===== src/rtl/rr_arb2_stream_pkg.sv =====
// rtl/rr_arb2_stream_pkg.sv - shared FSM encodings and reset constants for the 2-input arbiter
//
// Purpose: state encoding for the packet-lock FSM and the reset value of the
// last-granted source (1 means src0 wins the first contention).
package arb_pkg;

    typedef enum logic [1:0] {
        ST_IDLE  = 2'd0,
        ST_LOCK0 = 2'd1,
        ST_LOCK1 = 2'd2
    } state_t;

    localparam logic RST_LAST_GRANT = 1'b1;

endpackage


===== src/rtl/rr_arb2_stream_if.sv =====
// rtl/rr_arb2_stream_if.sv - handshake bundle for the 2-input round-robin stream arbiter
//
// Purpose: groups both input channels, the grant and the registered output channel.
// Ports (signals):
//   in0_valid/in0_data/in0_last/in0_ready  source 0 channel
//   in1_valid/in1_data/in1_last/in1_ready  source 1 channel
//   sel                                     combinational grant (0=src0, 1=src1)
//   out_valid/out_data/out_last/out_src     registered output beat
//   out_ready                               downstream accept
// Modports: slave = arbiter side, master = sources/sink side.
interface rr_arb2_stream_if #(
    parameter int DATA_W = 8
);
    logic              in0_valid;
    logic [DATA_W-1:0] in0_data;
    logic              in0_last;
    logic              in0_ready;
    logic              in1_valid;
    logic [DATA_W-1:0] in1_data;
    logic              in1_last;
    logic              in1_ready;
    logic              sel;
    logic              out_valid;
    logic [DATA_W-1:0] out_data;
    logic              out_last;
    logic              out_src;
    logic              out_ready;

    modport slave (
        input  in0_valid, in0_data, in0_last,
        input  in1_valid, in1_data, in1_last,
        input  out_ready,
        output in0_ready, in1_ready, sel,
        output out_valid, out_data, out_last, out_src
    );

    modport master (
        output in0_valid, in0_data, in0_last,
        output in1_valid, in1_data, in1_last,
        output out_ready,
        input  in0_ready, in1_ready, sel,
        input  out_valid, out_data, out_last, out_src
    );
endinterface


===== src/rtl/rr_arb2_stream_mux.sv =====
// rtl/rr_arb2_stream_mux.sv - combinational 2:1 mux of {last,data}
//
// Purpose: selects one source payload for the arbiter output register.
// Ports:
//   sel_i  select (0=in0_i, 1=in1_i)
//   in0_i  source 0 {last,data}
//   in1_i  source 1 {last,data}
//   out_o  selected {last,data}
module stream_mux2 #(
    parameter int W = 9
) (
    input  logic         sel_i,
    input  logic [W-1:0] in0_i,
    input  logic [W-1:0] in1_i,
    output logic [W-1:0] out_o
);
    assign out_o = sel_i ? in1_i : in0_i;
endmodule


===== src/rtl/rr_arb2_stream.sv =====
// rtl/rr_arb2_stream.sv - two-input round-robin stream arbiter with packet lock
//
// Purpose: picks a source per packet (round robin at packet boundaries), muxes its
// beat and registers it into a single-entry output stage. One beat per cycle.
// Ports:
//   clk    clock, rising edge
//   rst_n  asynchronous active-low reset
//   bus    rr_arb2_stream_if.slave: both input channels, sel, output channel
module rr_arb2_stream
    import arb_pkg::*;
#(
    parameter int DATA_W = 8
) (
    input  logic              clk,
    input  logic              rst_n,
    rr_arb2_stream_if.slave   bus
);
    state_t            state_q, state_d;
    logic              last_grant_q, last_grant_d;
    logic              out_valid_q, out_valid_d;
    logic [DATA_W-1:0] out_data_q, out_data_d;
    logic              out_last_q, out_last_d;
    logic              out_src_q, out_src_d;

    logic              sel;
    logic              load_en;
    logic              sel_valid;
    logic              accept;
    logic [DATA_W:0]   mux_out;

    stream_mux2 #(.W(DATA_W + 1)) u_mux (
        .sel_i (sel),
        .in0_i ({bus.in0_last, bus.in0_data}),
        .in1_i ({bus.in1_last, bus.in1_data}),
        .out_o (mux_out)
    );

    always_comb begin
        sel          = ~last_grant_q;
        state_d      = state_q;
        last_grant_d = last_grant_q;
        out_valid_d  = out_valid_q;
        out_data_d   = out_data_q;
        out_last_d   = out_last_q;
        out_src_d    = out_src_q;

        // The output stage can take a beat when empty or draining this cycle.
        load_en = ~out_valid_q | bus.out_ready;

        unique case (state_q)
            // Exactly one requester gets it outright; both or none fall back to
            // the round-robin pointer so the grant is well defined when idle.
            ST_IDLE:  if (bus.in0_valid ^ bus.in1_valid) sel = bus.in1_valid;
            ST_LOCK0: sel = 1'b0;
            ST_LOCK1: sel = 1'b1;
            default:  state_d = ST_IDLE;
        endcase

        sel_valid = sel ? bus.in1_valid : bus.in0_valid;
        accept    = load_en & sel_valid;

        if (accept) begin
            out_valid_d              = 1'b1;
            {out_last_d, out_data_d} = mux_out;
            out_src_d                = sel;
            if (mux_out[DATA_W]) begin
                // Packet boundary: release the lock and advance fairness.
                state_d      = ST_IDLE;
                last_grant_d = sel;
            end else begin
                state_d = sel ? ST_LOCK1 : ST_LOCK0;
            end
        end else if (bus.out_ready) begin
            out_valid_d = 1'b0;
        end
    end

    always_ff @(posedge clk or negedge rst_n) begin
        if (!rst_n) begin
            state_q      <= ST_IDLE;
            last_grant_q <= RST_LAST_GRANT;
            out_valid_q  <= 1'b0;
            out_data_q   <= '0;
            out_last_q   <= 1'b0;
            out_src_q    <= 1'b0;
        end else begin
            state_q      <= state_d;
            last_grant_q <= last_grant_d;
            out_valid_q  <= out_valid_d;
            out_data_q   <= out_data_d;
            out_last_q   <= out_last_d;
            out_src_q    <= out_src_d;
        end
    end

    // In a lock the grant equals the holder, so gating by sel alone already
    // keeps the other source out.
    assign bus.in0_ready = load_en & ~sel;
    assign bus.in1_ready = load_en & sel;
    assign bus.sel       = sel;
    assign bus.out_valid = out_valid_q;
    assign bus.out_data  = out_data_q;
    assign bus.out_last  = out_last_q;
    assign bus.out_src   = out_src_q;

endmodule


===== src/flat_wrapper.sv =====
// flat-port wrapper written by rule: the top's interface ports become plain ports
module rr_arb2_stream_flat import arb_pkg::*;
#(
    parameter int DATA_W = 8
)
  (clk, rst_n, bus_in0_valid, bus_in0_data, bus_in0_last, bus_in1_valid, bus_in1_data, bus_in1_last, bus_out_ready, bus_in0_ready, bus_in1_ready, bus_sel, bus_out_valid, bus_out_data, bus_out_last, bus_out_src);
  rr_arb2_stream_if #(.DATA_W(DATA_W)) bus_i ();
  input  logic clk;
  input  logic rst_n;
  input wire logic [$bits(bus_i.in0_valid)-1:0] bus_in0_valid;
  input wire logic [$bits(bus_i.in0_data)-1:0] bus_in0_data;
  input wire logic [$bits(bus_i.in0_last)-1:0] bus_in0_last;
  input wire logic [$bits(bus_i.in1_valid)-1:0] bus_in1_valid;
  input wire logic [$bits(bus_i.in1_data)-1:0] bus_in1_data;
  input wire logic [$bits(bus_i.in1_last)-1:0] bus_in1_last;
  input wire logic [$bits(bus_i.out_ready)-1:0] bus_out_ready;
  output wire logic [$bits(bus_i.in0_ready)-1:0] bus_in0_ready;
  output wire logic [$bits(bus_i.in1_ready)-1:0] bus_in1_ready;
  output wire logic [$bits(bus_i.sel)-1:0] bus_sel;
  output wire logic [$bits(bus_i.out_valid)-1:0] bus_out_valid;
  output wire logic [$bits(bus_i.out_data)-1:0] bus_out_data;
  output wire logic [$bits(bus_i.out_last)-1:0] bus_out_last;
  output wire logic [$bits(bus_i.out_src)-1:0] bus_out_src;
  assign bus_i.in0_valid = bus_in0_valid;
  assign bus_i.in0_data = bus_in0_data;
  assign bus_i.in0_last = bus_in0_last;
  assign bus_i.in1_valid = bus_in1_valid;
  assign bus_i.in1_data = bus_in1_data;
  assign bus_i.in1_last = bus_in1_last;
  assign bus_i.out_ready = bus_out_ready;
  assign bus_in0_ready = bus_i.in0_ready;
  assign bus_in1_ready = bus_i.in1_ready;
  assign bus_sel = bus_i.sel;
  assign bus_out_valid = bus_i.out_valid;
  assign bus_out_data = bus_i.out_data;
  assign bus_out_last = bus_i.out_last;
  assign bus_out_src = bus_i.out_src;
  rr_arb2_stream #(.DATA_W(DATA_W)) u_core (.clk(clk), .rst_n(rst_n), .bus(bus_i));
endmodule

===== config.mk =====
export PLATFORM = sky130hd
export DESIGN_NAME = rr_arb2_stream_flat
export DESIGN_NICKNAME = d
export VERILOG_FILES = /design/src/rtl/rr_arb2_stream_pkg.sv /design/src/rtl/rr_arb2_stream_if.sv /design/src/rtl/rr_arb2_stream_mux.sv /design/src/rtl/rr_arb2_stream.sv /design/src/flat_wrapper.sv
export SDC_FILE = /design/constraint.sdc
export NUM_CORES = 1
export LEC_CHECK = 0
export ABC_AREA = 0
export ABC_CLOCK_PERIOD_IN_PS = 4200
export CELL_PAD_IN_SITES_DETAIL_PLACEMENT = 0
export CELL_PAD_IN_SITES_GLOBAL_PLACEMENT = 1
export CORE_UTILIZATION = 33
export CTS_CLUSTER_SIZE = 16
export DETAILED_ROUTE_END_ITERATION = 6
export GPL_TIMING_DRIVEN = 0
export PLACE_DENSITY_LB_ADDON = 0.08
export SYNTH_ARGS = -nofsm -noshare
export SYNTH_HDL_FRONTEND = slang
export SYNTH_HIERARCHICAL = 1
export SYNTH_SLANG_ARGS = --single-unit

===== constraint.sdc =====
create_clock -name clk -period 4.2 [get_ports clk]
set_input_delay 0.84 -clock clk [delete_from_list [all_inputs] [get_ports clk]]
set_output_delay 0.84 -clock clk [all_outputs]
set_load 0.005 [all_outputs]

==> metrics.cfg, run 1 <==
[floorplan]
rows=17
die_h_um=51.5
pin_count=37
die_x_um=51.5
initial_core_util_pct=35.8
core-area_um2=2250
die-area_um2=2650

[global_routing]
grtUsageTotal_pct=13.5
grt_pass1_wl_um=2610
gr-total-overflow=0
grt_antenna_before_repair=0
grt_max_degree=15
first_global_vias=614

[synth]
syn-num-nets=85
synth_area_um2=808
yosysWarnings=6
ys_seq_area_share_pct=43.5
ys_seq_elements=14
ys_types=25
synthCells=62
syn_avg_cell_area_um2=13.0

[power]
power_density_nw_per_um2=660
leakagePower_nw=0.516
vdd_drop_max_v=0.000357

[sta]
finClkSkew_ns=0.000571
max_slew_margin_pct=58.4
setup-tns-final_ns=0
max_freq_mhz=280
rsz0062_at_grt=no
period_needed_ns=3.57
timing.hold.ws_ns=0.496
setup_viol=0
post-route-period-util_pct=84.9
drv_slew=0
final_hold_viol_count=0
worst_slew_pin_slew_ns=0.622

[worst_setup_path]
critPathRequiredTime_ns=3.36
cp.arrival_ns=2.73
worst_setup_path_end_kind=output pin
crit_fanout=8
cp-start-kind=primary input
path_class=in -> out

[job]
cap_violations=0

[placement]
io_buffers=36
hpwlAfterDp_um=1280
gp_congestion=0.714

[cts]
path_clk_slew_ns=0.08
cts_resized=0
cts-buffers-inserted=3
ctsLongestPathBuffers=2
cts_hold_buf=0
clk_latency_ns=0.27
tritoncts=built
cts_setup_buffers=0
cts.htree.levels=1
root_buffer=clkbuf_4
cts_sinks=14

[detailed_routing]
wl_per_cell_um=12.1
top_layer_used=met4
drcViolationCount=0
wirelength_um=1580
dr_wl_met2_um=800
drt-initial-drc-count=7
met3WireLength_um=118
vias=630
antenna_left=0
vias_per_cell=4.85
dr.pass1.iters=4
drt-met1-wl_um=643

[worst_hold_path]
hp-class=reg -> reg

[cells_and_area]
nNetsFinal=126
final_common_cell=clkdlybuf4s50_1
layout_common_cells=clkdlybuf4s50_1, dfrtp_1, mux2_4, mux2_2, nand2_1
diodes=0
area_growth_pct=53.4
drive_gt1_share_pct=29.4

[status]
status=finished clean

-- cell families (layout without fill, tap and decap cells) --
group | count (synthesis) | after routing | synth area share (%)
AOI/OAI and AO/OA | 10 | 10 | 13.2
adders and majority gates | 1 | 1 | 1.39
buffers and inverters | 5 | 45 | 3.25
DFF | 14 | 14 | 43.5
muxes | 18 | 18 | 29.3
and+or+nand+nor | 14 | 14 | 9.44
-- metrics by stage --
stage	area, um2	util (%)	power, mW	instances	setup slack (ns)
finish	1240	55.0	0.819	130	0.635
global route	1240	55.0	0.883	130	0.537
CTS	1240	55.0	0.835	130	0.612
detailed placement	1200	53.4	0.738	126	0.616
global placement	1200	53.4	0.730	126	0.617
floorplan	808	-	0.531	62	1.53
-- area by class of cell --
type | count | area [um2]
Buffer | 1 | 11.3
Clock buffer | 4 | 36.3
Fill cell | 225 | 1010
Inverter | 4 | 15.0
Multi-Input combinational cell | 43 | 430
Sequential cell | 14 | 352
Tap cell | 28 | 35.0
Timing Repair Buffer | 36 | 360
-- sequential cells by signal, summed over array words and instances, names as in the netlist --
register and flops:
u_core/bus.out_last 1, u_core/last_grant_q 1, u_core/state_q 2, u_core/bus.out_valid 1, u_core/bus.out_data 8, u_core/bus.out_src 1
-- synth_stat cells, drive strengths merged --
library cell / number / share of area, %
mux2: 18 / 29
dfrtp: 13 / 40
nand2: 5 / 2.3
inv: 4 / 1.9
nor2: 3 / 1.4
o21ai: 3 / 2.8
nand2b: 2 / 1.9
a21boi: 1 / 1.4
a221o: 1 / 1.2
a22o: 1 / 1.1
a32o: 1 / 1.2
a41oi: 1 / 1.1
and2: 1 / 0.77
and2b: 1 / 1.2
buf: 1 / 1.4
dfstp: 1 / 3.3
maj3: 1 / 1.4
nand3: 1 / 0.62
nor3: 1 / 1.2
o2bb2ai: 1 / 3.4
o31ai: 1 / 0.93
-- critical path: stages --
cell             delay [ns]
clkdlybuf4s50_1        0.52
inv_1                  0.07
maj3_2                 0.30
o21ai_2                0.32
and2_1                 0.18
clkdlybuf4s50_1        0.49
-- path summary, 6_finish.rpt --
check | start | slack [ns] | to | cells after the start
max | bus_in1_valid | 0.63 | bus_in1_ready | 6
min | u_core/bus.out_data[0] | 0.50 | u_core/bus.out_data[0] | 1
max reg2reg | u_core/last_grant_q | 1.82 | u_core/last_grant_q | 8
min reg2reg | u_core/bus.out_data[0] | 0.50 | u_core/bus.out_data[0] | 1
max in group asynchronous | rst_n | 2.85 | u_core/bus.out_data[7] | 1
min in group asynchronous | rst_n | 0.95 | u_core/bus.out_valid | 1
-- layer usage --
layer | vias up | track usage (%)
met4 | 0 | 6.76
li1 | 303 | -
met3 | 2 | 3.80
met5 | - | 0
met2 | 22 | 20.8
met1 | 303 | 17.2
-- power breakdown --
group	internal (mW)	total (mW)	leakage [nW]	switching (mW)
logic	0.303	0.468	0.332	0.165
registers	0.205	0.257	0.163	0.0518
clock network	0.0526	0.0932	0.0210	0.0406
No activity file was read; power rests on OpenSTA's default activity.
==> run 2, diff against run 1 <==
ABC_CLOCK_PERIOD_IN_PS = 3200   (was 4200)
CORE_UTILIZATION = 28   (was 33)
clock period = 3.2 ns   (was 4.2 ns; I/O delays follow)
==> run 2 against run 1 <==
Worst hold slack gained 0.0021 ns. Final cell count up 3.1%. Worst setup slack got worse by 0.45 ns. Global-route usage down 0.47 points. Critical endpoint unchanged. Largest power group unchanged.
==> metrics.cfg, run 2 (same netlist as run 1, synthesis figures left out) <==
[cells_and_area]
nNetsFinal=127
largest_register_ff_count=8
area_growth_pct=55.7
stdcell_count=134
final_common_cell=clkdlybuf4s50_1
final_util_pct=46.0
layout_common_cells=clkdlybuf4s50_1, dfrtp_1, mux2_4, mux2_2, nand2_1
diodes=0
drive_gt1_share_pct=30.1

[detailed_routing]
antenna_left=0
dr.pass1.iters=3
vias_per_cell=4.75
drt-initial-drc-count=5
wl_per_cell_um=12.9
wirelength_um=1730
drcViolationCount=0
vias=636

[cts]
ctsLongestPathBuffers=2
root_buffer=clkbuf_4
cts-buffers-inserted=3
clk_latency_ns=0.28
cts_sinks=14
cts.htree.levels=1
tritoncts=built
path_clk_slew_ns=0.08

[worst_setup_path]
cpMostUsedCell=clkdlybuf4s50_1
slowest_stage=clkdlybuf4s50_1
cp_num_buf_inv=3
crit_chain=clkdlybuf4s50_1, inv_1, maj3_2, o21ai_4, and2_1, clkdlybuf4s50_1
r2r_start=u_core/last_grant_q
critPathRequiredTime_ns=2.56
crit_fanout=4
worst_setup_path_end_kind=output pin
path_class=in -> out
crit_family=buffers and inverters
reg2regPathDepth=9
cp-startpoint=bus_in1_valid
cp.arrival_ns=2.37
cp-start-kind=primary input
reg2reg_slack_ns=0.82
slowest_delay_ns=0.53
rr_endpoint=u_core/last_grant_q

[floorplan]
initial_core_util_pct=29.6
pin_count=37
die-area_um2=3110
die_x_um=55.7
core-area_um2=2730
rows=19
die_h_um=55.7

[placement]
io_buffers=36
dp.cells=129
gp_congestion=0.811
hpwlAfterDp_um=1250

[worst_hold_path]
hp-class=reg -> reg
hold_depth=1
hold_start=u_core/bus.out_data[0]
whs_endpoint=u_core/bus.out_data[0]

[sta]
finClkSkew_ns=0.00357
setup_viol=0
post-route-period-util_pct=94.1
drv_slew=0
max_freq_mhz=332
final_hold_viol_count=0
max_slew_margin_pct=56.0
period_needed_ns=3.01
rsz0062_at_grt=no
worst_slew_pin_slew_ns=0.659

[power]
power_density_nw_per_um2=880
p_sw_uw=355
leakagePower_nw=0.522
p_seq_share_pct=30.3
p_comb_share_pct=58.1
total_power_mw=1.11
vdd_drop_max_v=0.000480
p_int_uw=753
clkPwrFrac_pct=11.7
switching_share_pct=32.0

[status]
status=finished clean

[global_routing]
grtUsageTotal_pct=13.0
grt_pass1_wl_um=3050
grt_max_degree=15
grt_antenna_before_repair=0
first_global_vias=651
gr-total-overflow=0

[job]
cap_violations=0

## run 2: cell count changes in the layout (fill, tap and decap cells not counted), sizes merged
cell  change
buf       +1
## run 2: area by class of cell
cell class	count	area [um2]
Timing Repair Buffer	37	368
Inverter	4	15.0
Tap cell	31	38.8
Fill cell	267	1480
Buffer	1	11.3
Multi-Input combinational cell	43	438
Sequential cell	14	352
Clock buffer	4	36.3
## run 2: power groups by stage
stage	sequential, mW	combinational [mW]	clock [mW]
2_1_floorplan	0.336	0.361	0
3_3_place_gp	0.336	0.625	0
3_5_place_dp	0.339	0.628	0
4_1_cts	0.338	0.639	0.139
5_1_grt	0.351	0.694	0.146
6_report	0.335	0.644	0.129
## run 2: through the flow
step           instance area, um2  setup TNS [ns]  hold WS (ns)  worst slack (ns)
2_1_floorplan                 808               0         0.344             0.735
3_3_place_gp                 1210         -0.0718         0.482           -0.0697
3_5_place_dp                 1210         -0.0457         0.483           -0.0457
4_1_cts                      1250               0         0.505            0.0790
5_1_grt                      1260               0         0.533            0.0952
6_report                     1260               0         0.498             0.189
## run 2: worst max-delay path by stage
stage                     endpoint  slack, ns  depth (start not counted)
2_1_floorplan  u_core/last_grant_q       0.73                          9
3_3_place_gp   u_core/last_grant_q      -0.07                         10
3_5_place_dp   u_core/last_grant_q      -0.05                         10
4_1_cts              bus_in1_ready       0.08                          6
5_1_grt              bus_in1_ready        0.1                          6
6_report             bus_in1_ready       0.19                          6
## run 2: what timing repair did
item,in CTS,in global routing
pin swaps,0,1
buffers inserted,0,1
hold buffers,0,0
gates resized for setup,1,0
endpoints found under the hold margin,0,0
setup endpoints to repair,1,1
## run 2: routing by layer
metal | vias to the layer above | global-route usage [%] | wire [um]
li1 | 307 | - | -
met1 | 300 | 16.1 | 797
met2 | 27 | 20.3 | 796
met3 | 2 | 5.12 | 118
met4 | 0 | 5.36 | 13
met5 | - | 0 | 0
==> run 3, diff against run 2 <==
ABC_CLOCK_PERIOD_IN_PS = default   (was 3200)
CORE_UTILIZATION = 31   (was 28)
clock period = 2.8 ns   (was 3.2 ns; I/O delays follow)
==> run 3 against run 2 <==
Via count grew 2.5%. Global-route usage up 0.51 points. Core utilization up 5.7 points. Final cell count increased by 0.75%. Total power rose by 17%. Worst setup slack worse by 0.016 ns. Sequential cell count is the same. Critical path depth is the same. Combinational power increased by 18%. Largest cell class unchanged.
==> metrics.cfg, run 3 (same netlist as run 1, synthesis figures left out) <==
[detailed_routing]
dr.pass1.iters=4
drt-initial-drc-count=6
wl_per_cell_um=12.3
vias=652
antenna_left=0
wirelength_um=1660
vias_per_cell=4.83
drcViolationCount=0

[cells_and_area]
largest_register_ff_count=8
n_fill_cell=235
layout_common_cells=clkdlybuf4s50_1, dfrtp_1, mux2_4, mux2_2, nand2_1
final_common_cell=clkdlybuf4s50_1
diodes=0
area_growth_pct=58.5
final_util_pct=51.7
stdcell_count=135
nNetsFinal=129
drive_gt1_share_pct=32.4

[global_routing]
grtUsageTotal_pct=13.5
gr-total-overflow=0
grt_max_degree=15
grt_antenna_before_repair=0
first_global_vias=571
grt_pass1_wl_um=2590

[cts]
cts.htree.levels=1
root_buffer=clkbuf_4
ctsLongestPathBuffers=2
clk_latency_ns=0.28
path_clk_slew_ns=0.09
cts_sinks=14
tritoncts=built
cts_hold_buf=0
cts-buffers-inserted=3

[worst_setup_path]
path_class=in -> out
cp-start-kind=primary input
cp.arrival_ns=2.07
worst_setup_path_end_kind=output pin
critPathRequiredTime_ns=2.24
crit_fanout=4

[sta]
max_freq_mhz=381
drv_slew=0
rsz0062_at_grt=no
worst_slew_pin_slew_ns=0.639
setup_viol=0
final_hold_viol_count=0
max_slew_margin_pct=57.3
finClkSkew_ns=0.00365
post-route-period-util_pct=93.8
period_needed_ns=2.63

[floorplan]
die-area_um2=2820
die_h_um=53.1
die_x_um=53.1
pin_count=37
core-area_um2=2480
initial_core_util_pct=32.6
rows=18

[power]
leakagePower_nw=0.543
vdd_drop_max_v=0.000614
power_density_nw_per_um2=1010

[placement]
io_buffers=36
dp.cells=128
hpwlAfterDp_um=1220
gp_congestion=0.760

[status]
status=finished clean

[job]
cap_violations=0

[worst_hold_path]
hp-class=reg -> reg

run 3: cell count changes in the layout (fill, tap and decap cells not counted), sizes merged:
cell / delta
dlymetal6s2s: +1
clkdlybuf4s50: -2
dlygate4sd2: +1
buf: +2
run 3: cell type report:
cell class | instances | area [um2] | share of cell area (%)
repair buffers | 39 | 384 | 30.0
inverters | 4 | 15.0 | 1.17
multi-input cells | 43 | 445 | 34.8
clock buffers | 4 | 36.3 | 2.83
well taps | 30 | 37.5 | 2.93
plain buffers | 1 | 11.3 | 0.879
flip-flops and latches | 14 | 352 | 27.4
run 3: through the flow:
stage                     setup slack (ns)  instance area (um2)  TNS (ns)  power (mW)  hold slack (ns)
after floorplan                      0.415                  808         0       0.796            0.264
after global placement              -0.358                 1210     -1.01        1.10            0.471
after detailed placement            -0.376                 1210     -1.10        1.11            0.477
after CTS                           0.0303                 1270         0        1.31            0.497
after global routing                 0.107                 1280         0        1.40            0.539
final                                0.173                 1280         0        1.29            0.491
run 3: critical path, stage by stage:
cell and delay [ns]:
dlygate4sd2_1 0.28, inv_1 0.09, maj3_2 0.32, o21ai_4 0.18, and2_1 0.14, clkdlybuf4s50_1 0.49
run 3: per-layer routing:
metal	vias up	track usage, %	wire [um]
li1	311	-	-
met1	315	17.0	683
met2	24	20.3	838
met3	2	6.61	126
met4	0	3.95	11
met5	-	0	0
run 3: final timing paths:
path,from,endpoint,slack [ns],cells past startpoint
max,bus_in1_valid,bus_in1_ready,0.17,6
min,u_core/bus.out_data[0],u_core/bus.out_data[0],0.49,1
max reg2reg,u_core/last_grant_q,u_core/last_grant_q,0.49,9
min reg2reg,u_core/bus.out_data[0],u_core/bus.out_data[0],0.49,1
max in group asynchronous,rst_n,u_core/bus.out_data[7],1.72,1
min in group asynchronous,rst_n,u_core/bus.out_valid,0.67,1
run 3: what timing repair did:
item                                    in CTS  in global routing
resized for setup                            2                  2
endpoints found under the setup margin       4                  2
pin swaps                                    1                  0
gates cloned                                 0                  0
buffers inserted                             3                  0
run 3: where the power goes:
part,switching [mW],internal [mW],leakage (nW),total [mW]
clock network,0.0681,0.0791,0.0210,0.147
logic,0.265,0.498,0.359,0.763
registers,0.0766,0.308,0.163,0.385
total,0.409,0.885,0.543,1.29
